==> src/rtl/dlx_global_pkg.sv <==
// dlx_global_pkg: shared opcode classes, forwarding selects and pipe-control states
package dlx_global_pkg;
    typedef enum logic [2:0] {
        CLASS_LOAD, CLASS_STORE, CLASS_BRANCH, CLASS_JUMP, CLASS_RTYPE, CLASS_ITYPE, CLASS_NOP
    } opcode_class_e;
    typedef enum logic [1:0] {FWDSEL_REGFILE, FWDSEL_EX_MEM_ALU_OUT} fwd_select_e;
    typedef enum logic [2:0] {RUN, INTLK, DCWAIT, DRAIN, HALTED, TRAP} pipe_ctrl_state_e;
endpackage

==> src/rtl/dlx_pipe_ctrl_hazard.sv <==
// dlx_hazard_detect: combinational ID-stage hazard flags, interlock length and operand-A forward select
module dlx_hazard_detect
    import dlx_global_pkg::*;
(
    input  logic [2:0] id_opcode_class,
    input  logic [4:0] id_ir_rs1,
    input  logic [4:0] id_ir_rs2,
    input  logic [2:0] id_ex_opcode_class,
    input  logic [4:0] id_ex_reg_rd,
    input  logic       id_ex_reg_wen,
    input  logic [2:0] ex_mem_opcode_class,
    input  logic [4:0] ex_mem_reg_rd,
    input  logic       ex_mem_reg_wen,
    output logic       load_use,
    output logic       br_alu,
    output logic       br_ld_mem,
    output logic [1:0] req_cnt,
    output logic [1:0] id_a_fwd_sel
);
    logic use_rs1, use_rs2, id_branch, ex_rs1, ex_rs2, mem_rs1;
    always_comb begin
        use_rs1      = id_opcode_class != CLASS_JUMP && id_opcode_class != CLASS_NOP;
        use_rs2      = id_opcode_class == CLASS_RTYPE || id_opcode_class == CLASS_STORE;
        id_branch    = id_opcode_class == CLASS_BRANCH;
        // R0 is hardwired, so a write to it never creates a dependency
        ex_rs1       = id_ex_reg_wen && id_ex_reg_rd != 5'd0 && id_ex_reg_rd == id_ir_rs1;
        ex_rs2       = id_ex_reg_wen && id_ex_reg_rd != 5'd0 && id_ex_reg_rd == id_ir_rs2;
        mem_rs1      = ex_mem_reg_wen && ex_mem_reg_rd != 5'd0 && ex_mem_reg_rd == id_ir_rs1;
        load_use     = id_ex_opcode_class == CLASS_LOAD && ((use_rs1 && ex_rs1) || (use_rs2 && ex_rs2));
        br_alu       = id_branch && id_ex_opcode_class != CLASS_LOAD && ex_rs1;
        br_ld_mem    = id_branch && ex_mem_opcode_class == CLASS_LOAD && mem_rs1;
        req_cnt      = (load_use && id_branch) ? 2'd2 : 2'd1;
        id_a_fwd_sel = (mem_rs1 && ex_mem_opcode_class != CLASS_LOAD) ? FWDSEL_EX_MEM_ALU_OUT : FWDSEL_REGFILE;
    end
endmodule

==> src/rtl/dlx_pipe_ctrl.sv <==
// dlx_pipe_ctrl: DLX pipeline interlock, cache-wait, halt-drain and trap sequencer
module dlx_pipe_ctrl
    import dlx_global_pkg::*;
#(
    parameter int CNT_W      = 32,
    parameter int HALT_DRAIN = 3
) (
    input  logic             clk,
    input  logic             rst,
    input  logic [2:0]       id_opcode_class,
    input  logic [4:0]       id_ir_rs1,
    input  logic [4:0]       id_ir_rs2,
    input  logic             id_cond,
    input  logic             id_halt,
    input  logic             id_illegal_instr,
    input  logic [2:0]       id_ex_opcode_class,
    input  logic [4:0]       id_ex_reg_rd,
    input  logic             id_ex_reg_wen,
    input  logic [2:0]       ex_mem_opcode_class,
    input  logic [4:0]       ex_mem_reg_rd,
    input  logic             ex_mem_reg_wen,
    input  logic             dc_wait,
    output logic             stall,
    output logic             id_ex_bubble,
    output logic             if_id_flush,
    output logic [1:0]       id_a_fwd_sel,
    output logic             halted,
    output logic             trap,
    output logic [CNT_W-1:0] stall_cnt
);
    localparam int WC_W = $clog2(HALT_DRAIN + 3);
    pipe_ctrl_state_e state_q, state_d, ret_q, ret_d, cur;
    logic [WC_W-1:0] wcnt_q, wcnt_d;
    logic [CNT_W-1:0] stall_cnt_q, stall_cnt_d;
    logic load_use, br_alu, br_ld_mem;
    logic [1:0] req_cnt;
    dlx_hazard_detect u_hazard (
        .id_opcode_class(id_opcode_class), .id_ir_rs1(id_ir_rs1), .id_ir_rs2(id_ir_rs2),
        .id_ex_opcode_class(id_ex_opcode_class), .id_ex_reg_rd(id_ex_reg_rd), .id_ex_reg_wen(id_ex_reg_wen),
        .ex_mem_opcode_class(ex_mem_opcode_class), .ex_mem_reg_rd(ex_mem_reg_rd), .ex_mem_reg_wen(ex_mem_reg_wen),
        .load_use(load_use), .br_alu(br_alu), .br_ld_mem(br_ld_mem), .req_cnt(req_cnt),
        .id_a_fwd_sel(id_a_fwd_sel)
    );
    always_comb begin
        // the cycle the cache releases behaves as the saved state, so no extra stall is added
        cur          = (state_q == DCWAIT && !dc_wait) ? ret_q : state_q;
        state_d      = cur;
        ret_d        = ret_q;
        wcnt_d       = wcnt_q;
        stall        = 1'b1;
        id_ex_bubble = 1'b1;
        if_id_flush  = 1'b0;
        if (dc_wait && (cur == RUN || cur == INTLK || cur == DRAIN)) begin
            id_ex_bubble = 1'b0;
            state_d      = DCWAIT;
            ret_d        = cur;
        end else if (cur == DCWAIT) begin
            id_ex_bubble = 1'b0;
        end else if (cur == RUN) begin
            if (id_illegal_instr) begin
                state_d = TRAP;
            end else if (id_halt) begin
                id_ex_bubble = 1'b0;
                wcnt_d       = WC_W'(HALT_DRAIN);
                state_d      = DRAIN;
            end else if (load_use || br_alu || br_ld_mem) begin
                wcnt_d  = WC_W'(req_cnt - 2'd1);
                state_d = req_cnt > 2'd1 ? INTLK : RUN;
            end else begin
                stall        = 1'b0;
                id_ex_bubble = 1'b0;
                if_id_flush  = id_cond;
            end
        end else if (cur == INTLK || cur == DRAIN) begin
            wcnt_d  = wcnt_q == '0 ? '0 : wcnt_q - WC_W'(1);
            state_d = wcnt_q > WC_W'(1) ? cur : (cur == DRAIN ? HALTED : RUN);
        end
        stall_cnt_d = (stall && state_q != HALTED && state_q != TRAP && !(&stall_cnt_q))
                      ? stall_cnt_q + CNT_W'(1) : stall_cnt_q;
    end
    always_ff @(posedge clk) begin
        if (rst) begin
            state_q     <= RUN;
            ret_q       <= RUN;
            wcnt_q      <= '0;
            stall_cnt_q <= '0;
        end else begin
            state_q     <= state_d;
            ret_q       <= ret_d;
            wcnt_q      <= wcnt_d;
            stall_cnt_q <= stall_cnt_d;
        end
    end
    assign halted    = state_q == HALTED;
    assign trap      = state_q == TRAP;
    assign stall_cnt = stall_cnt_q;
endmodule

==> config.mk <==
export PLATFORM = sky130hd
export DESIGN_NAME = dlx_pipe_ctrl
export DESIGN_NICKNAME = d
export VERILOG_FILES = /design/src/rtl/dlx_global_pkg.sv /design/src/rtl/dlx_pipe_ctrl_hazard.sv /design/src/rtl/dlx_pipe_ctrl.sv
export SDC_FILE = /design/constraint.sdc
export NUM_CORES = 1
export LEC_CHECK = 0
export ABC_AREA = 0
export BUFFER_PORTS_ARGS = -buffer_cell sky130_fd_sc_hd__buf_2
export CAP_MARGIN = 20
export CORE_MARGIN = 4
export CORE_UTILIZATION = 58
export CTS_BUF_LIST = sky130_fd_sc_hd__clkbuf_4 sky130_fd_sc_hd__clkbuf_8
export DETAILED_ROUTE_END_ITERATION = 16
export HOLD_SLACK_MARGIN = 0.1
export PLACE_DENSITY = 0.88
export SLEW_MARGIN = 10
export SYNTH_ARGS = -nofsm -noshare
export SYNTH_HDL_FRONTEND = slang
export SYNTH_SLANG_ARGS = --single-unit
export TNS_END_PERCENT = 20
==> constraint.sdc <==
create_clock -name clk -period 7 [get_ports clk]
set_input_delay 1.4 -clock clk [delete_from_list [all_inputs] [get_ports clk]]
set_output_delay 1.4 -clock clk [all_outputs]
set_load 0.03 [all_outputs]
Yosys cells after proc, flatten, opt, wreduce, memory -nomap -nowiden
Cells that the tools add are included.
{"block": "word_totals", "word_cells": 107, "register_bits": 41, "input_bits": 37}
{"block": "op_classes", "eq_ne": 18, "bitwise": 2, "n_lt_le_gt_ge": 2, "addsub": 3, "n_mux": 36, "n_reduce_logical": 41}
{"cell": "3-bit 2-to-1 mux", "count": 15}
{"cell": "32-bit by 1-bit adder with 32-bit output, second input constant", "count": 1}
{"cell": "32-bit AND reduction", "count": 1}
{"cell": "1-bit logical AND", "count": 20}
{"cell": "1-bit 2-to-1 mux", "count": 19}
{"cell": "5-bit == test", "count": 3}
{"cell": "3-bit by 2-bit == test with 1-bit output, second input constant", "count": 4}
{"cell": "3-bit zero test", "count": 4}
{"cell": "5-bit nonzero test", "count": 2}
{"cell": "3-bit == test, second input constant", "count": 3}
{"cell": "3-bit inequality test, second input constant", "count": 3}
{"cell": "1-bit logical OR", "count": 7}
{"cell": "3-bit by 1-bit == test with 1-bit output, second input constant", "count": 2}
{"cell": "3-bit by 2-bit inequality test with 1-bit output, second input constant", "count": 2}
{"cell": "3-bit nonzero test", "count": 2}
{"cell": "5-bit AND reduction", "count": 1}
{"cell": "2-bit 2-to-1 mux", "count": 2}
{"cell": "3-bit by 1-bit greater-than comparator with 1-bit output, second input constant", "count": 1}
{"cell": "2-bit by 1-bit subtractor with 3-bit output, second input constant", "count": 1}
{"cell": "3-bit by 1-bit subtractor with 3-bit output, second input constant", "count": 1}
{"cell": "2-bit by 1-bit greater-than comparator with 1-bit output, second input constant", "count": 1}
{"cell": "1-bit zero test", "count": 2}
{"cell": "2-bit inequality test, second input constant", "count": 1}
{"cell": "1-bit NOT", "count": 2}
{"cell": "2 further kinds", "count": 2}

Logic depth before layout (Yosys ltp)
{"block": "depth", "depth_word": 17, "mapped_depth": 10}

By module
A second synthesis with hierarchy kept.
{"block": "unflattened", "cells_unflattened": 339, "area_unflattened_um2": 2770.2}
{"mod": "dlx_pipe_ctrl", "area_per_inst_um2": 2467.4, "instances": 1, "cells_per_inst": 295, "seq_area_each_um2": 820.8}
{"mod": "dlx_hazard_detect", "area_per_inst_um2": 302.8, "instances": 1, "cells_per_inst": 44, "seq_area_each_um2": 0.0}

Least setup slack after synthesis
OpenSTA, ideal clock, no wires.
{"block": "synth_path", "path_type": "in2out", "startpoint": "input port id_ex_reg_rd[0]", "endpoint": "output port id_ex_bubble", "path_slack_ps": 2639, "n_path_buf": 0, "arrival_time_ps": 2961, "required_time_ps": 5600, "stages": 5, "path_cell_list": "or4_1 > o2111a_1 > a211oi_4 > nor2_1 > o31a_1"}
{"block": "synth_via", "elab_chain_cells": 14}
{"element": "start, declared", "line_no": "dlx_pipe_ctrl.sv:17", "rtl": "input logic [4:0] id_ex_reg_rd,"}
{"element": "5-bit nonzero test", "line_no": "dlx_pipe_ctrl_hazard.sv:26, dlx_pipe_ctrl_hazard.sv:27"}
{"element": "1-bit logical AND", "line_no": "dlx_pipe_ctrl_hazard.sv:26, dlx_pipe_ctrl_hazard.sv:27"}
{"element": "1-bit logical AND (on tied branches)", "line_no": "dlx_pipe_ctrl_hazard.sv:26, dlx_pipe_ctrl_hazard.sv:27"}
{"element": "1-bit logical AND", "line_no": "dlx_pipe_ctrl_hazard.sv:29", "rtl": "load_use = id_ex_opcode_class == CLASS_LOAD && ((use_rs1 && ex_rs1) || (use_rs2 && ex_rs2));"}
{"element": "1-bit logical OR", "line_no": "dlx_pipe_ctrl_hazard.sv:29"}
{"element": "1-bit logical AND", "line_no": "dlx_pipe_ctrl_hazard.sv:29"}
{"element": "1-bit logical OR (*) (2 in series)", "line_no": "dlx_pipe_ctrl.sv:66", "rtl": "end else if (load_use || br_alu || br_ld_mem) begin"}
{"element": "1-bit 2-to-1 mux (*)", "line_no": "dlx_pipe_ctrl.sv:66"}
{"element": "1-bit 2-to-1 mux (*)", "line_no": "dlx_pipe_ctrl.sv:62", "rtl": "end else if (id_halt) begin"}
{"element": "1-bit 2-to-1 mux (*)", "line_no": "dlx_pipe_ctrl.sv:60", "rtl": "if (id_illegal_instr) begin"}
{"element": "1-bit 2-to-1 mux (*)", "line_no": "dlx_pipe_ctrl.sv:59", "rtl": "end else if (cur == RUN) begin"}
{"element": "1-bit 2-to-1 mux (*)", "line_no": "dlx_pipe_ctrl.sv:57", "rtl": "end else if (cur == DCWAIT) begin"}
{"element": "1-bit 2-to-1 mux (*)", "line_no": "dlx_pipe_ctrl.sv:53", "rtl": "if (dc_wait && (cur == RUN || cur == INTLK || cur == DRAIN)) begin"}
{"element": "end, declared", "line_no": "dlx_pipe_ctrl.sv:24", "rtl": "output logic id_ex_bubble,"}
Mark *: on every way between the ends. The rest lies on a longest branch, timed or not.

Worst setup path in the final report
Same ends and word-level chain as after synthesis.

==> flow_metrics.py <==
metrics = {
    "min_path": {
        "hold_path_class": "reg -> reg",
        "hold_path_startpoint": "stall_cnt[29]",
        "whs_endpoint": "stall_cnt[29]",
        "hold_depth": 2,
    },
    "drt": {
        "totalWireLength_microns": 6330,
        "postRouteAntennaNets": 0,
        "vias": 2590,
        "wire_per_inst_microns": 14.6,
        "via_per_inst": 5.95,
        "dr.pass1.iters": 4,
        "drtIter0Drc": 142,
        "drc_errors": 0,
    },
    "global_routing": {
        "grt_remaining_overflow": 0,
        "grt_max_degree": 50,
        "antenna_found_initial": 0,
        "grt_first_pass_wirelength_microns": 10300,
        "grt_pass1_vias": 2364,
        "grt_usage": 0.232,
    },
    "logic_synthesis": {
        "avgSynthCellArea_sq_um": 8.16,
        "synth_seq_cells": 41,
        "synth.area.top_cells": "dfxtp_1, a21oi_1, nor2_1",
        "synth_area_sq_um": 2570,
        "syn_nets": 355,
        "synth-main-ff-cell": "dfxtp_1",
        "synth_common_cells": "dfxtp_1, nor2_1, a21oi_1",
        "yosys_warnings": 0,
        "synth_top_cell_area_share": 0.319,
        "async_flop_share": 0,
        "synth_cell_types": 55,
        "yosysSeqAreaShare": 0.319,
        "synthCells": 315,
        "synth_area_leader_cell": "dfxtp_1",
        "synth_edf_count": 0,
        "yosysMostFrequentCell": "dfxtp_1",
    },
    "timing": {
        "hold_viol_final": 0,
        "slew_headroom": 0.424,
        "whs_ns": 0.492,
        "finalCriticalPeriod_ns": 4.65,
        "max_slew.worst_pin.slew_ns": 0.864,
        "drv_slew": 0,
        "rsz0062_at_grt": "no",
        "tns_ns": 0,
        "max_freq_mhz": 215,
        "setup_ws_ns": 2.35,
        "fin_crit_sh": 0.665,
        "fin_skew_ns": 0.00576,
        "setup_violations": 0,
    },
    "setup_path": {
        "path_max_fanout": 8,
        "worstRegToRegCells": 7,
        "r2r-start": "stall_cnt[6]",
        "r2r_slack_ns": 4.31,
        "crit_arrival_ns": 3.25,
        "critPathCaptureType": "output port",
        "reg2reg_to": "stall_cnt[26]",
        "cp.required_ns": 5.60,
        "crit_type": "in -> out",
        "cp-start-kind": "primary input",
    },
    "floorplan": {
        "pin_count": 76,
        "rows": 23,
        "die_x_microns": 74.6,
        "die_h_microns": 74.6,
        "start_util": 0.620,
        "core_area_sq_um": 4140,
        "die_area_sq_um": 5560,
    },
    "cts": {
        "cts_tree": "built",
        "htree_levels": 2,
        "insertion_delay_ns": 0.30,
        "cts_setup_buffers": 0,
        "cts.repair.resized": 0,
        "cts_root_buffer": "clkbuf_8",
        "cts_made_buffers": 5,
        "numClockSinks": 41,
        "path_clk_slew_ns": 0.08,
        "ctsLongestPathBuffers": 2,
        "cts_hold_buf": 0,
    },
    "final_layout": {
        "area_growth_syn_to_layout_pct": 17.0,
        "drive_above_1_share": 0.268,
        "stdcell_count": 435,
        "diodes": 0,
        "nNetsFinal": 424,
        "post-route-cell-area_sq_um": 3010,
        "utilization": 0.726,
    },
    "placement": {
        "gp_routability_congestion": 0.828,
        "port_buffers": 74,
        "dp_worst_setup_slack_ns": 2.35,
        "place_area_sq_um": 2920,
        "hpwl_microns": 4660,
        "dp.cells": 427,
    },
    "power_and_ir_drop": {
        "leakage_nw": 1.19,
        "vdd_drop_max_mv": 0.123,
        "cellPowerDensity_nw_per_um2": 164,
        "power_uw": 493,
    },
    "flow_run": {
        "maxCapViolations": 0,
    },
    "outcome": {
        "status": "complete, no violations",
    },
}
final cells by class:
type	instances	area [sq um]
sequential	41	821
clock inverter	3	17.5
timing repair buffer	74	370
multi-input combinational	254	1640
clock buffer	5	68.8
fill	341	1140
tap	50	62.6
inverter	8	30.0
how the worst max path moves through the flow:
stage / startpoint / endpoint / depth (start not counted)
after global placement: id_ex_reg_rd[0] / id_ex_bubble / 7
after detailed placement: id_ex_reg_rd[0] / id_ex_bubble / 7
after global routing: id_ex_reg_rd[0] / id_ex_bubble / 8
after floorplan: id_ex_reg_rd[0] / id_ex_bubble / 5
final: id_ex_reg_rd[0] / id_ex_bubble / 8
after CTS: id_ex_reg_rd[0] / id_ex_bubble / 7
cells by family after synthesis:
logic type                 after synthesis  share of synthesized area
muxes                                    9                     0.0492
xor gates and xnor gates                19                     0.0648
AOI/OAI and AO/OA                       75                      0.196
adders and majority gates                3                     0.0146
DFF                                     41                      0.319
buffers and inverters                   20                     0.0433
and+or+nand+nor                        147                      0.311
other                                    1                    0.00146
power breakdown:
group,switching [mW],internal [mW],total (mW)
sequential,0.00940,0.239,0.249
combinational,0.0563,0.0341,0.0903
clock,0.0857,0.0688,0.155
cell usage in the layout, fill, tap and decap left out, types with 9 or more instances in the layout:
| cell | instances |
|---|---|
| o31ai_1 | 9 |
| or4_1 | 11 |
| nand4_1 | 10 |
| or3_1 | 11 |
| nand2_1 | 23 |
| nand3_1 | 14 |
| o21ai_0 | 13 |
| dfxtp_1 | 41 |
| xor2_1 | 10 |
| a21oi_1 | 29 |
| buf_2 | 74 |
| xnor2_1 | 9 |
| nor2_1 | 35 |
worst max-delay path: stages:
cell      delay [ns]
buf_2           0.12
or4_1           0.55
o21ai_0         0.16
nor2_1          0.10
a211oi_4        0.43
nor2_1          0.08
o31a_1          0.24
buf_2           0.17
flip-flops by register name, summed over array words and instances, names as in the netlist:
signal and cells:
ret_q 3, wcnt_q 3, state_q 3, stall_cnt 32
per-layer routing:
layer | global-route usage | vias up | share of wire
met2 | 0.400 | 79 | 0.50
met5 | 0 | - | 0
met3 | 0.0500 | 7 | 0.072
met4 | 0.0751 | 0 | 0.013
met1 | 0.289 | 1210 | 0.41
li1 | - | 1294 | -
Power figures use the tool's default switching activity.
